===== config.mk =====
export PLATFORM = sky130hd
export DESIGN_NAME = proc_ctrl_unit
export DESIGN_NICKNAME = d
export VERILOG_FILES = /design/src/rtl/proc_ctrl_pkg.sv /design/src/rtl/proc_reg_decoder.sv /design/src/rtl/proc_ctrl_unit.sv
export SDC_FILE = /design/constraint.sdc
export NUM_CORES = 1
export LEC_CHECK = 0
export CORE_ASPECT_RATIO = 0.75
export CORE_MARGIN = 2
export CORE_UTILIZATION = 38
export CTS_BUF_LIST = sky130_fd_sc_hd__clkbuf_2
export CTS_CLUSTER_SIZE = 20
export DETAILED_ROUTE_END_ITERATION = 12
export GPL_TIMING_DRIVEN = 0
export MAX_ROUTING_LAYER = met4
export PLACE_DENSITY = 0.77
export REMOVE_ABC_BUFFERS = 1
export SLEW_MARGIN = 5
export SYNTH_ARGS = -nofsm -noshare
export SYNTH_HDL_FRONTEND = slang
export SYNTH_SLANG_ARGS = --single-unit

===== constraint.sdc =====
create_clock -name clock -period 1.7 [get_ports clock]
set_input_delay 0.34 -clock clock [delete_from_list [all_inputs] [get_ports clock]]
set_output_delay 0.34 -clock clock [all_outputs]
set_load 0.01 [all_outputs]

===== src/rtl/proc_ctrl_pkg.sv =====
// Shared definitions for the multi-cycle processor control unit:
// opcode values, step encoding and ALU operation codes.
package proc_ctrl_pkg;

  localparam int OP_MV   = 0;
  localparam int OP_MVI  = 1;
  localparam int OP_ADD  = 2;
  localparam int OP_SUB  = 3;
  localparam int OP_AND  = 4;
  localparam int OP_MVNZ = 5;

  typedef enum logic [1:0] {
    T0 = 2'd0,
    T1 = 2'd1,
    T2 = 2'd2,
    T3 = 2'd3
  } state_t;

  localparam logic [1:0] ALU_ADD = 2'b00;
  localparam logic [1:0] ALU_SUB = 2'b01;
  localparam logic [1:0] ALU_AND = 2'b10;

  // Register index width; a single-register file still needs a 1-bit field.
  function automatic int reg_aw(input int nreg);
    return (nreg > 1) ? $clog2(nreg) : 1;
  endfunction

endpackage


===== src/rtl/proc_reg_decoder.sv =====
// Binary register index to one-hot enable; indices beyond the register
// file decode to all-zero.
module proc_reg_decoder
  import proc_ctrl_pkg::*;
#(
  parameter int NREG = 8,
  parameter int AW   = reg_aw(NREG)
) (
  input  logic [AW-1:0]   idx,
  input  logic            en,
  output logic [NREG-1:0] onehot
);

  always_comb begin
    onehot = '0;
    for (int i = 0; i < NREG; i++) begin
      onehot[i] = en && (idx == AW'(i));
    end
  end

endmodule


===== src/rtl/proc_ctrl_unit.sv =====
// Multi-cycle processor controller: fetches an instruction in T0 and
// sequences T1..T3, driving register enables, bus selects and ALU controls.
module proc_ctrl_unit
  import proc_ctrl_pkg::*;
#(
  parameter int DATA_W = 9,
  parameter int OPC_W  = 3,
  parameter int NREG   = 8
) (
  input  logic              clock,
  input  logic              aReset,
  input  logic              Run,
  input  logic [DATA_W-1:0] DataIn,
  input  logic              g_zero,
  output logic              IRin,
  output logic [NREG-1:0]   Rin,
  output logic [NREG-1:0]   Rout,
  output logic              DINout,
  output logic              Ain,
  output logic              Gin,
  output logic              Gout,
  output logic [1:0]        alu_op,
  output logic              Done,
  output logic              err
);

  localparam int REG_AW = reg_aw(NREG);

  state_t              state, state_nxt;
  logic [DATA_W-1:0]   ir;
  logic [OPC_W-1:0]    opc;
  logic [REG_AW-1:0]   x_idx, y_idx, rout_idx;
  logic                rin_en, rout_en;
  logic                is_mv, is_mvi, is_mvnz, is_alu, is_illegal;
  logic [1:0]          alu_sel;
  logic                ir_unused;

  assign opc   = ir[DATA_W-1 -: OPC_W];
  assign x_idx = ir[DATA_W-1-OPC_W -: REG_AW];
  assign y_idx = ir[DATA_W-1-OPC_W-REG_AW -: REG_AW];
  // Trailing IR bits below the Y field carry no control meaning.
  assign ir_unused = ^ir;

  always_comb begin
    is_mv      = 1'b0;
    is_mvi     = 1'b0;
    is_mvnz    = 1'b0;
    is_alu     = 1'b0;
    is_illegal = 1'b0;
    alu_sel    = ALU_ADD;
    case (opc)
      OPC_W'(OP_MV):   is_mv   = 1'b1;
      OPC_W'(OP_MVI):  is_mvi  = 1'b1;
      OPC_W'(OP_MVNZ): is_mvnz = 1'b1;
      OPC_W'(OP_ADD):  is_alu  = 1'b1;
      OPC_W'(OP_SUB):  begin is_alu = 1'b1; alu_sel = ALU_SUB; end
      OPC_W'(OP_AND):  begin is_alu = 1'b1; alu_sel = ALU_AND; end
      default:         is_illegal = 1'b1;
    endcase
  end

  always_ff @(posedge clock or posedge aReset) begin
    if (aReset) begin
      state <= T0;
      ir    <= '0;
    end else begin
      state <= state_nxt;
      if (state == T0 && Run) ir <= DataIn;
    end
  end

  always_comb begin
    state_nxt = state;
    case (state)
      T0: if (Run) state_nxt = T1;
      T1: state_nxt = is_alu ? T2 : T0;
      T2: state_nxt = T3;
      T3: state_nxt = T0;
      default: state_nxt = T0;
    endcase
  end

  // Outputs are forced low for the whole time reset is held, including IRin.
  always_comb begin
    IRin     = 1'b0;
    rin_en   = 1'b0;
    rout_en  = 1'b0;
    rout_idx = y_idx;
    DINout   = 1'b0;
    Ain      = 1'b0;
    Gin      = 1'b0;
    Gout     = 1'b0;
    alu_op   = ALU_ADD;
    Done     = 1'b0;
    err      = 1'b0;
    if (!aReset) begin
      case (state)
        T0: IRin = Run;
        T1: begin
          if (is_mv) begin
            rout_en = 1'b1;
            rin_en  = 1'b1;
            Done    = 1'b1;
          end else if (is_mvi) begin
            DINout = 1'b1;
            rin_en = 1'b1;
            Done   = 1'b1;
          end else if (is_mvnz) begin
            rout_en = !g_zero;
            rin_en  = !g_zero;
            Done    = 1'b1;
          end else if (is_alu) begin
            rout_en  = 1'b1;
            rout_idx = x_idx;
            Ain      = 1'b1;
          end else if (is_illegal) begin
            err  = 1'b1;
            Done = 1'b1;
          end
        end
        T2: begin
          rout_en = 1'b1;
          Gin     = 1'b1;
          alu_op  = alu_sel;
        end
        T3: begin
          Gout   = 1'b1;
          rin_en = 1'b1;
          Done   = 1'b1;
        end
        default: ;
      endcase
    end
  end

  proc_reg_decoder #(.NREG(NREG), .AW(REG_AW)) u_rin_dec (
    .idx    (x_idx),
    .en     (rin_en),
    .onehot (Rin)
  );

  proc_reg_decoder #(.NREG(NREG), .AW(REG_AW)) u_rout_dec (
    .idx    (rout_idx),
    .en     (rout_en),
    .onehot (Rout)
  );

  a_one_rin : assert property (@(posedge clock) disable iff (aReset) $onehot0(Rin));
  a_one_bus : assert property (@(posedge clock) disable iff (aReset)
                               $onehot0({Rout, DINout, Gout}));

endmodule


==> flow_summary.yaml <==
outcome:
  status: "complete, but fails checks"
  failed_checks: "negative setup slack"
clocking:
  clockBufferDepth: 2
  cts_inserted_buffers: 3
  cts_hold_buffers: 0
  cts-root-buf: "clkbuf_2"
  cts_htree_levels: 1
  clk_latency_ps: 240
  cts_tree: "built"
  clock-sinks: 11
  path_clk_slew_ps: 100
grt:
  grt_use_total: 0.247
  grt_max_degree: 13
  antenna_found_initial: 0
  grt_pass1_vias: 991
  overflow: 0
  grt_pass1_wl_um: 4690
routing:
  vias: 1000
  via_per_inst: 5.49
  drc_errors: 0
  wl_um: 3360
  firstDrtPassIters: 4
  final_antenna_net_count: 0
  drt_iter0_drc: 34
  wl_per_cell_um: 18.5
timing:
  final-setup-viol-count: 25
  hold_viol: 0
  tightest_slew_ps: 496
  fmax_mhz: 442
  timing.final.crit_share: 1.33
  fin_crit_ps: 2260
  rsz0062_at_grt: "yes"
  relSlewSlack: 0.669
  tns_ps: -9360
  skew_ps: 4.23
  timing.final.ws_setup_ps: -563
  drv_slew: 0
final_layout:
  fin_nets: 177
  antenna_cells: 0
  drive_gt1_frac: 0.690
  seqCellArea_um2: 279
  area_delta_synth_final_pct: 99.1
  fillers: 106
  multiInputGateArea_um2: 798
worst_setup_path:
  worst_path_max_delay_cell: "dfrtp_2"
  cp-start-kind: "flop"
  slowest_delay_ps: 490
  crit_family: "flip-flops"
  crit_chain: "nor3b_4 -> o21bai_4 -> buf_6 -> mux2_4 -> nor3_4 -> buf_2"
  crit_type: "reg -> out"
  arrival_ps: 1920
  critical_path_required_ps: 1360
  worstSetupEndpointType: "output pin"
  critPathBufInv: 2
  crit_fanout: 6
placed_design:
  hpwlAfterDp_um: 1710
  gp_congestion: 0.848
  io_buffer_count: 37
logic_synthesis:
  ys_seq_area_frac: 0.327
  syn_area_per_cell_um2: 9.45
  synthTopCellsByArea: "dfrtp_1 33%, mux2_2 16%, ha_1 7.4%"
  ys_ff_latch: 11
  yosysTopAreaCellShare: 0.327
  ys_warn_count: 0
  synth_edf_count: 0
  syn_area_um2: 841
  yosys.area.top_type: "dfrtp_1"
  synth.distinct_cells: 24
  synthTopCellsByCount: "12 x mux2_2, 12 x nor2_1, 11 x dfrtp_1, 11 x nor3_1, 6 x nand2b_1"
  syn_inst: 89
  ys.flop_type: "dfrtp_1"
  ys_async_sr_fraction: 1.00
pwr:
  ir_worst_vdd_mv: 1.33
  pwr-share-clk: 0.047
  p_int_w: 0.00162
  p_switching_w: 0.00132
  power_frac_comb: 0.730
  power_density_nw_per_um2: 1760
  power_leakage_nw: 0.769
  power_frac_seq: 0.223
  switching_share: 0.449
  power_w: 0.00295
floorplanning:
  num_rows: 14
  die_h_um: 44.7
  ios: 38
  die-width_um: 58.3
  dieArea_um2: 2610
  coreArea_um2: 2050
  initial_core_util: 0.410
min_path:
  hp-class: "in -> async"
job:
  cap_violations: 0
==> timing repair <==
item | 4_1_cts | 5_1_grt
pin swaps | 13 | 7
endpoints found under the setup margin | 25 | 25
setup buffers | 22 | 6
resized for setup | 154 | 17
endpoints found under the hold margin | 0 | 0
==> layer usage <==
| metal | vias to the layer above | GRT usage | part of all wire |
|---|---|---|---|
| li1 | 449 | - | - |
| met1 | 491 | 0.306 | 0.40 |
| met2 | 49 | 0.422 | 0.51 |
| met3 | 11 | 0.0229 | 0.064 |
| met4 | 0 | 0.0977 | 0.023 |
| met5 | - | - | 0 |
==> worst paths after layout <==
kind	start	endpoint	slack (ps)	cells past startpoint
max	ir[6]	Rout[3]	-560	6
min reg2reg	ir[1]	ir[1]	640	1
max in group asynchronous	aReset	ir[7]	900	2
max reg2reg	state[0]	ir[3]	100	7
min	aReset	ir[2]	430	2
min in group clock	ir[1]	ir[1]	640	1
==> registers in the layout (all words and copies together), names as in the netlist, named ones only <==
name   cells
ir         9
state      1
==> logic make-up after synthesis <==
| family | count (synthesis) | share of synthesized area |
|---|---|---|
| AND/OR/NAND/NOR | 42 | 0.268 |
| multiplexers | 15 | 0.202 |
| buffers and inverters | 5 | 0.0223 |
| adder cells (fa/ha/maj) | 5 | 0.0744 |
| AO/OA/AOI/OAI | 11 | 0.106 |
| flip-flops | 11 | 0.327 |
==> stage by stage <==
step,cell area (um^2),cells,utilization,setup slack [ps],hold slack [ps]
after floorplan,841,89,-,-268,208
after global placement,1240,150,0.606,-1040,549
after detailed placement,1240,150,0.606,-1080,569
after CTS,1530,176,0.745,-511,385
after global routing,1670,182,0.817,-690,427
final,1670,182,0.817,-563,435
==> power by group through the flow <==
stage / sequential (W) / clock, W / combinational (W)
floorplan: 0.000541 / 0 / 0.000776
global placement: 0.000591 / 0 / 0.00104
detailed placement: 0.000600 / 0 / 0.00109
finish: 0.000657 / 0.000140 / 0.00215
CTS: 0.000608 / 0.000146 / 0.00177
global route: 0.000670 / 0.000167 / 0.00226
==> final cells by class <==
class                      count  share of cell area
inverter                       5              0.0112
tap                           24              0.0179
multi-input combinational     73               0.477
timing repair buffer          65               0.315
clock buffer                   4              0.0120
sequential                    11               0.167
==> cell usage in the layout (no fill, tap or decap), types with 2 or more instances in the layout <==
cell type         n
clkbuf_2          4
dlygate4sd2_1     2
o21bai_4          2
dfrtp_2           3
mux2_2            9
nor2_1           10
clkdlybuf4s50_1  10
buf_6            14
dfrtp_1           8
nor2b_1           2
nor2b_4           2
o21ai_0           2
buf_4            17
ha_4              4
nor2_2            2
nand2b_4          2
mux2_4            4
inv_2             3
nand2b_1          4
buf_2            21
nand2_1           3
inv_1             2
nor3_2            8
nor3_1            2
(Power assumes the default switching activity.)
